[config.mk]
export PLATFORM = sky130hd
export DESIGN_NAME = calc_rtan_seq
export DESIGN_NICKNAME = d
export VERILOG_FILES = /design/src/rtl/calc_rtan_seq.sv
export SDC_FILE = /design/constraint.sdc
export NUM_CORES = 1
export LEC_CHECK = 0
export ABC_AREA = 1
export CORE_MARGIN = 4
export CORE_UTILIZATION = 35
export DETAILED_ROUTE_END_ITERATION = 6
export HOLD_SLACK_MARGIN = 0.06
export SYNTH_ARGS = -nofsm -noshare
export SYNTH_HDL_FRONTEND = slang
export SYNTH_SLANG_ARGS = --single-unit
[constraint.sdc]
create_clock -name i_clk -period 2.9 [get_ports i_clk]
set_clock_uncertainty 0.1 [all_clocks]
set_input_delay 0.29 -clock i_clk [delete_from_list [all_inputs] [get_ports i_clk]]
set_output_delay 0.29 -clock i_clk [all_outputs]
set_load 0.005 [all_outputs]
[src/rtl/calc_rtan_seq.sv]
// calc_rtan_seq: sequential r*tan(k*STEP_DEG) via one shift-add multiplier, valid/ready on both sides
module calc_rtan_seq #(
  parameter int R_WIDTH   = 9,
  parameter int OUT_WIDTH = 11,
  parameter int FRAC_BITS = 11,
  parameter int STEP_DEG  = 15,
  parameter int IDX_WIDTH = 3
) (
  input  logic                 i_clk,
  input  logic                 i_rst,
  input  logic                 i_in_valid,
  output logic                 o_in_ready,
  input  logic [R_WIDTH-1:0]   i_r_in,
  input  logic [IDX_WIDTH-1:0] i_angle_idx,
  output logic                 o_out_valid,
  input  logic                 i_out_ready,
  output logic [OUT_WIDTH-1:0] o_rtan_out,
  output logic                 o_ovf,
  output logic                 o_err
);
  localparam int CW = FRAC_BITS + 4;
  localparam int AW = R_WIDTH + CW + 1;
  localparam int MW = R_WIDTH + 1;
  localparam int NW = $clog2(CW);
  localparam int DW = IDX_WIDTH + 7;
  localparam logic [20:0] RND = (21'd1 << 15) >> FRAC_BITS;
  localparam logic [OUT_WIDTH-1:0] MAX = {1'b0, {(OUT_WIDTH-1){1'b1}}};

  typedef enum logic [1:0] {IDLE, MUL, FIN, HOLD} state_t;

  state_t r_state, w_next;
  logic r_sign, r_is90, r_bad, r_ovf, r_err;
  logic [MW-1:0] r_mag;
  logic [CW-1:0] r_c;
  logic [AW-1:0] r_acc;
  logic [NW-1:0] r_cnt;
  logic [OUT_WIDTH-1:0] r_out;

  logic [DW-1:0] w_deg, w_k;
  logic w_err, w_90, w_sat, w_ovf;
  logic [19:0] w_c5;
  logic [CW-1:0] w_c;
  logic [MW-1:0] w_rx, w_abs;
  logic [AW-1:0] w_q;
  logic [OUT_WIDTH-1:0] w_m, w_res;

  // tan(5k deg) * 2^16, rounded
  function automatic logic [19:0] c5(input logic [DW-1:0] k);
    case (k)
      0:  c5 = 20'd0;      1:  c5 = 20'd5734;   2:  c5 = 20'd11556;
      3:  c5 = 20'd17560;  4:  c5 = 20'd23853;  5:  c5 = 20'd30560;
      6:  c5 = 20'd37837;  7:  c5 = 20'd45889;  8:  c5 = 20'd54991;
      9:  c5 = 20'd65536;  10: c5 = 20'd78103;  11: c5 = 20'd93595;
      12: c5 = 20'd113512; 13: c5 = 20'd140542; 14: c5 = 20'd180059;
      15: c5 = 20'd244584; 16: c5 = 20'd371673; 17: c5 = 20'd749080;
      default: c5 = 20'd0;
    endcase
  endfunction

  always_comb begin
    w_deg = DW'(i_angle_idx) * DW'(STEP_DEG);
    w_k   = DW'(i_angle_idx) * DW'(STEP_DEG / 5);
    w_err = w_deg > DW'(90);
    w_90  = w_deg == DW'(90);
    w_c5  = (w_err || w_90) ? 20'd0 : c5(w_k);
    w_c   = CW'((21'(w_c5) + RND) >> (16 - FRAC_BITS));
    w_rx  = {i_r_in[R_WIDTH-1], i_r_in};
    w_abs = w_rx[MW-1] ? -w_rx : w_rx;
    w_q   = r_acc >> FRAC_BITS;
    w_sat = w_q > AW'(MAX);
    w_m   = w_sat ? MAX : w_q[OUT_WIDTH-1:0];
    w_res = r_bad ? '0 : r_is90 ? (r_mag == '0 ? '0 : r_sign ? -MAX : MAX) : r_sign ? -w_m : w_m;
    w_ovf = r_bad ? 1'b0 : r_is90 ? (r_mag != '0) : w_sat;
  end

  always_comb begin
    w_next = r_state == IDLE ? (i_in_valid ? MUL : IDLE) :
             r_state == MUL  ? (r_cnt == NW'(CW - 1) ? FIN : MUL) :
             r_state == FIN  ? HOLD :
             (i_out_ready ? IDLE : HOLD);
  end

  always_ff @(posedge i_clk or posedge i_rst)
    if (i_rst) r_state <= IDLE;
    else r_state <= w_next;

  always_ff @(posedge i_clk or posedge i_rst) begin
    if (i_rst) begin
      r_sign <= 1'b0;
      r_is90 <= 1'b0;
      r_bad  <= 1'b0;
      r_ovf  <= 1'b0;
      r_err  <= 1'b0;
      r_mag  <= '0;
      r_c    <= '0;
      r_acc  <= '0;
      r_cnt  <= '0;
      r_out  <= '0;
    end else if (r_state == IDLE && i_in_valid) begin
      r_sign <= i_r_in[R_WIDTH-1];
      r_mag  <= w_abs;
      r_c    <= w_c;
      r_is90 <= w_90;
      r_bad  <= w_err;
      r_acc  <= '0;
      r_cnt  <= '0;
      r_ovf  <= 1'b0;
      r_err  <= 1'b0;
    end else if (r_state == MUL) begin
      r_acc <= r_acc + (r_c[r_cnt] ? AW'(r_mag) << r_cnt : '0);
      r_cnt <= r_cnt + 1'b1;
    end else if (r_state == FIN) begin
      r_out <= w_res;
      r_ovf <= w_ovf;
      r_err <= r_bad;
    end
  end

  assign o_in_ready  = r_state == IDLE;
  assign o_out_valid = r_state == HOLD;
  assign o_rtan_out  = r_out;
  assign o_ovf       = r_ovf;
  assign o_err       = r_err;
endmodule

* Word-level counts from Yosys, hierarchy flattened
Memories as Yosys holds them, arrays and structs flattened. Cells that the tools add are included.
Storage, ports and cells: register bits after elaboration 72, output and inout port bits 15, input port bits 16, bits in read-only memories 640, word-level logic and storage cells 69, memories kept 1
Memory list:
- (no name shown) | depth 32, bits a word 20, rd ports 1, clocked after memory_dff 0, wr ports 0, RTL line 49 | case (k)
Cells by class: order comparisons 3, bitwise logic cells 2, multiplexer cells 29, shift-type cells 1, equal/unequal tests 6, reductions and logical operators 9, add/sub/neg operators 5, $mul 2
Operators with widths (count):
- $mux 25 | 3
- $mux 11 | 6
- $add 25x25->25 | 1
- $shl 10x4->25 | 1
- $add 20x5->20 const B | 1
- $mux 20 | 1
- $gt 14x10->1 const B | 1
- $neg 11->11 | 1
- $logic_not 10->1 | 1
- $mux 1 | 10
- $mux 10 | 1
- $mux 2 | 5
- $neg 10->10 | 1
- $reduce_bool 10->1 | 1
- $mux 4 | 2
- $eq 7x7->1 const B | 1
- $gt 7x7->1 const B | 1
- $mul 3x4->7 const B | 1
- $lt 4x5->1 const B | 1
- $mul 3x2->5 const B | 1
- $add 4x1->4 const B | 1
- $bmux 1 s4 | 1
- $eq 2x2->1 const B | 2
- $eq 4x4->1 const B | 1
- other kinds (9) | 11

* Logic depth before layout (Yosys ltp)
depth in word-level cells 6, depth in mapped cells 24, gate-level depth less buffers 22

* Least setup slack after synthesis
No wires, ideal clock.
kind input-to-reg, from input port i_angle_idx[0], to register r_c[7], path buffers 0, stages 15, data arrival time 2.841 ns, setup time 0.121 ns, slack -0.162 ns, path through fa_1 ha_1 fa_1 a21boi_0 nand2_1 nand3_2 nand2_1 nand2_1 nor3_1 ha_1 inv_1 nor2_4 nand3_2 nand3_1 o21ai_1
On the way: longest elaborated chain between the ends 5
Ends and longest elaborated chain:
- from (decl) | RTL line 14 | input logic [IDX_WIDTH-1:0] i_angle_idx,
- $mul 3x4->7 | RTL line 61 | w_deg = DW'(i_angle_idx) * DW'(STEP_DEG);
- $gt 7x7->1 / $eq 7x7->1 (equally long branches) | RTL line 63, 64
- $logic_or 1x1->1 | RTL line 65 | w_c5 = (w_err || w_90) ? 20'd0 : c5(w_k);
- $mux 20 * | RTL line 65
- $add 20x5->20 * | RTL line 66 | w_c = CW'((21'(w_c5) + RND) >> (16 - FRAC_BITS));
- to (signal assigned) | RTL line 102 | r_c <= w_c;
- to (decl) | RTL line 34 | logic [CW-1:0] r_c;
Every way passes the cells marked *; elsewhere a longest branch is shown, timed or not. A chain may end at the register's enable or synchronous reset.

* Worst setup path in the final report
from register r_cnt[0], to register r_acc[22]
On the way: longest elaborated chain between the ends 6
Ends and longest elaborated chain:
- from (decl) | RTL line 36 | logic [NW-1:0] r_cnt;
- from (signal assigned) | RTL line 111 | r_cnt <= r_cnt + 1'b1;
- $bmux 1 s4 | RTL line 110 | r_acc <= r_acc + (r_c[r_cnt] ? AW'(r_mag) << r_cnt : '0);
- $mux 1 (not written as such) | RTL line 110
- $mux 25 * | RTL line 110
- $add 25x25->25 * | RTL line 110
- $mux 25 * | RTL line 109 | end else if (r_state == MUL) begin
- $mux 25 * | RTL line 99 | end else if (r_state == IDLE && i_in_valid) begin
- to (signal assigned) | RTL line 110
- to (decl) | RTL line 35 | logic [AW-1:0] r_acc;
Every way passes the cells marked *; elsewhere a longest branch is shown, timed or not. The select of a mux whose other input is x is not followed.

==> metrics.yaml <==
synthesis:
  ys_async_sr_fraction_pct: 100.0
  syn-cell-area_um2: 6434
  synth.area.top_cells: "dfrtp_1, nand2_1, o21ai_0"
  yosysTopAreaCell: "dfrtp_1"
  synth_edf_count: 0
  synth_nets: 1042
  seq_area_frac_synth_pct: 28.00
  netlist.area_leader.share_pct: 28.00
  syn_inst: 980
  ys_types: 51
  yosys_warnings: 0
  avgSynthCellArea_um2: 6.565
  ys.flop_type: "dfrtp_1"
  synth-seq-cells: 72
clock_tree:
  cts_hold_buffers: 0
  clk_path_buf_depth: 2
  numClockSinks: 72
  cts-buffers-inserted: 9
  clk_latency_ps: 360
  clk_pin_slew_ps: 70
  cts_root_buf: "clkbuf_16"
  cts_tree: "yes"
  h-tree-depth: 3
sta:
  fin_crit_sh_pct: 108.5
  setup_tns_ps: -2803
  slew_headroom_pct: 65.64
  final.min_clock_period_ps: 3147
  maxSlewViolCount: 0
  rsz0062_at_grt: "yes"
  layout_setup_ws_ps: -246.6
  worst_pin_slew_ps: 515.4
  hold_violations: 0
  setup_viol: 18
  fmax_mhz: 317.8
setup_path:
  arrival_ps: 3290
  start_kind: "register"
  worstPathRequired_ps: 3050
  crit_type: "register to register"
  reg2reg_to: "r_acc[22]"
  r2r_slack_ps: -250
  end_kind: "register"
  worstPathMaxFanout: 7
  reg2reg_depth: 18
  critPathLaunch: "r_cnt[0]"
  crit_path_end: "r_acc[22]"
  crit-reg2reg-launch: "r_cnt[0]"
global_routing:
  grt_max_degree: 73
  grt_pass1_vias: 7105
  use_met3_pct: 4.193
  antenna_found_initial: 0
  gr-usage-met2_pct: 34.14
  grt_overflow: 0
  grt_util_all_layers_pct: 20.16
  grt_use_met1_pct: 26.20
  grt_pass1_wl_um: 33660
  top_usage_layer: "met2"
routing:
  drt_first_pass_iters: 5
  antenna_left: 0
  route.vias.total: 7126
  drt_wl_total_um: 20370
  drt-initial-drc-count: 448
  avgRoutedWirePerCell_um: 14.39
  drc: 0
  post_drt_via_cell_ratio: 5.032
layout:
  final_common_cell: "nand2_1"
  stdcell_count: 1416
  final_cell_mix: "nand2_1, buf_4, nor2_1, inv_1, dfrtp_1"
  fin_nets: 1244
  drive_above_1_share_pct: 36.48
  regArea_um2: 1803
  diodes: 0
  fill_cells: 1710
  finish.utilization_pct: 53.60
  multiInputGateArea_um2: 4982
  syn_to_final_growth_pct: 50.16
die:
  die_x_um: 143.6
  die_h_um: 143.6
  die-area_um2: 20620
  core_area_um2: 18020
  start_util_pct: 35.69
  pin_count: 31
  std_cell_rows: 49
pwr:
  leakage_uw: 0.004741
  power_density_nw_per_um2: 1147
  peakVddDrop_mv: 0.9687
placement:
  portBuffers: 30
  dp_hpwl_um: 14820
  dp_slack_ps: -588.0
  dp_cells: 1379
  globalplace.congestion: 0.9501
run:
  drv_cap: 0
outcome:
  violations: "negative setup slack"
  status: "complete, but fails checks"
min_path:
  hold_class: "primary input to asynchronous set/reset pin"
[metal layers]
| layer | wire length [µm] | vias to the layer above |
|---|---|---|
| li1 | - | 3641 |
| met1 | 9453 | 3320 |
| met2 | 9705 | 125 |
| met3 | 811 | 40 |
| met4 | 402 | 0 |
| met5 | 0 | - |
[worst max-delay path, cell delays in order, from the launching register on]
cell      delay, ps
dfrtp_2         450
buf_12          150
buf_12          130
a21oi_4         130
o21ai_4          80
o311ai_4         60
o211ai_1        160
nand2_2         210
buf_6           150
buf_4           100
inv_2            30
nor4_2          170
ha_1            320
a21oi_2         160
o21ai_0         100
a21oi_1         170
nand3_1         110
o21ai_0         160
nand2_1          60
[flip-flops by register name, indices dropped and copies added, names as in the netlist]
signal,cells
r_acc,25
r_c,15
o_rtan_out,11
r_mag,10
r_cnt,4
r_state,2
o_err,1
o_ovf,1
r_bad,1
r_is90,1
r_sign,1
[synthesized netlist by cell type (all sizes together) (5+ instances only)]
library cell and number:
clkbuf 17, nand3b 7, dfrtp 72, fa 5, nor3 21, buf 14, a21oi 59, ha 41
o22ai 5, nor2 108, nand3 53, or2 5, nand4 12, inv 110, xor2 10, o21ai 118
nand2 284, nor4 5
[stage by stage]
stage / instance area (µm²) / total power (µW) / hold slack (ps)
2_1_floorplan: 6497 / 5151 / 285.6
3_3_place_gp: 8267 / 7623 / 364.6
3_5_place_dp: 8267 / 7720 / 372.2
4_1_cts: 9344 / 10300 / 255.4
5_1_grt: 9661 / 11980 / 278.3
6_report: 9661 / 11080 / 232.9
[how the worst min path moves through the flow]
stage | slack, ps | startpoint | endpoint
after CTS | 260 | i_rst | o_rtan_out[7]
final | 230 | i_rst | o_rtan_out[10]
after detailed placement | 370 | r_c[12] | r_c[12]
after floorplan | 290 | i_r_in[7] | r_mag[8]
after global placement | 360 | r_c[12] | r_c[12]
after global routing | 280 | i_rst | o_rtan_out[10]
[what timing repair did]
item,in CTS,in global routing
pin swaps,61,47
cloned,1,0
gates resized for setup,194,84
endpoints found under the hold margin,0,0
endpoints found under the setup margin,32,32
buffers inserted,19,6
[cells by family after synthesis]
family / share of synthesized area [%]
multiplexers: 0.3112
buffers and inverters: 9.257
XOR/XNOR: 1.634
AO/OA/AOI/OAI: 17.76
flip-flops: 28.00
AND/OR/NAND/NOR: 33.51
adder cells (fa/ha/maj): 9.529
[power breakdown]
group          leakage (µW)  switching [µW]  internal, µW
clock network      0.000146             532           607
logic               0.00367            4380          3740
registers          0.000928             399          1420
[cell type report]
cell class                 count  share of cell area [%]
clock inverter                 7                  0.7382
inverter                     112                   4.455
multi-input combinational    765                   51.57
clock buffer                   9                   2.331
tap                          229                   2.966
timing repair buffer         222                   19.27
sequential                    72                   18.66
Power figures use the tool's default switching activity.
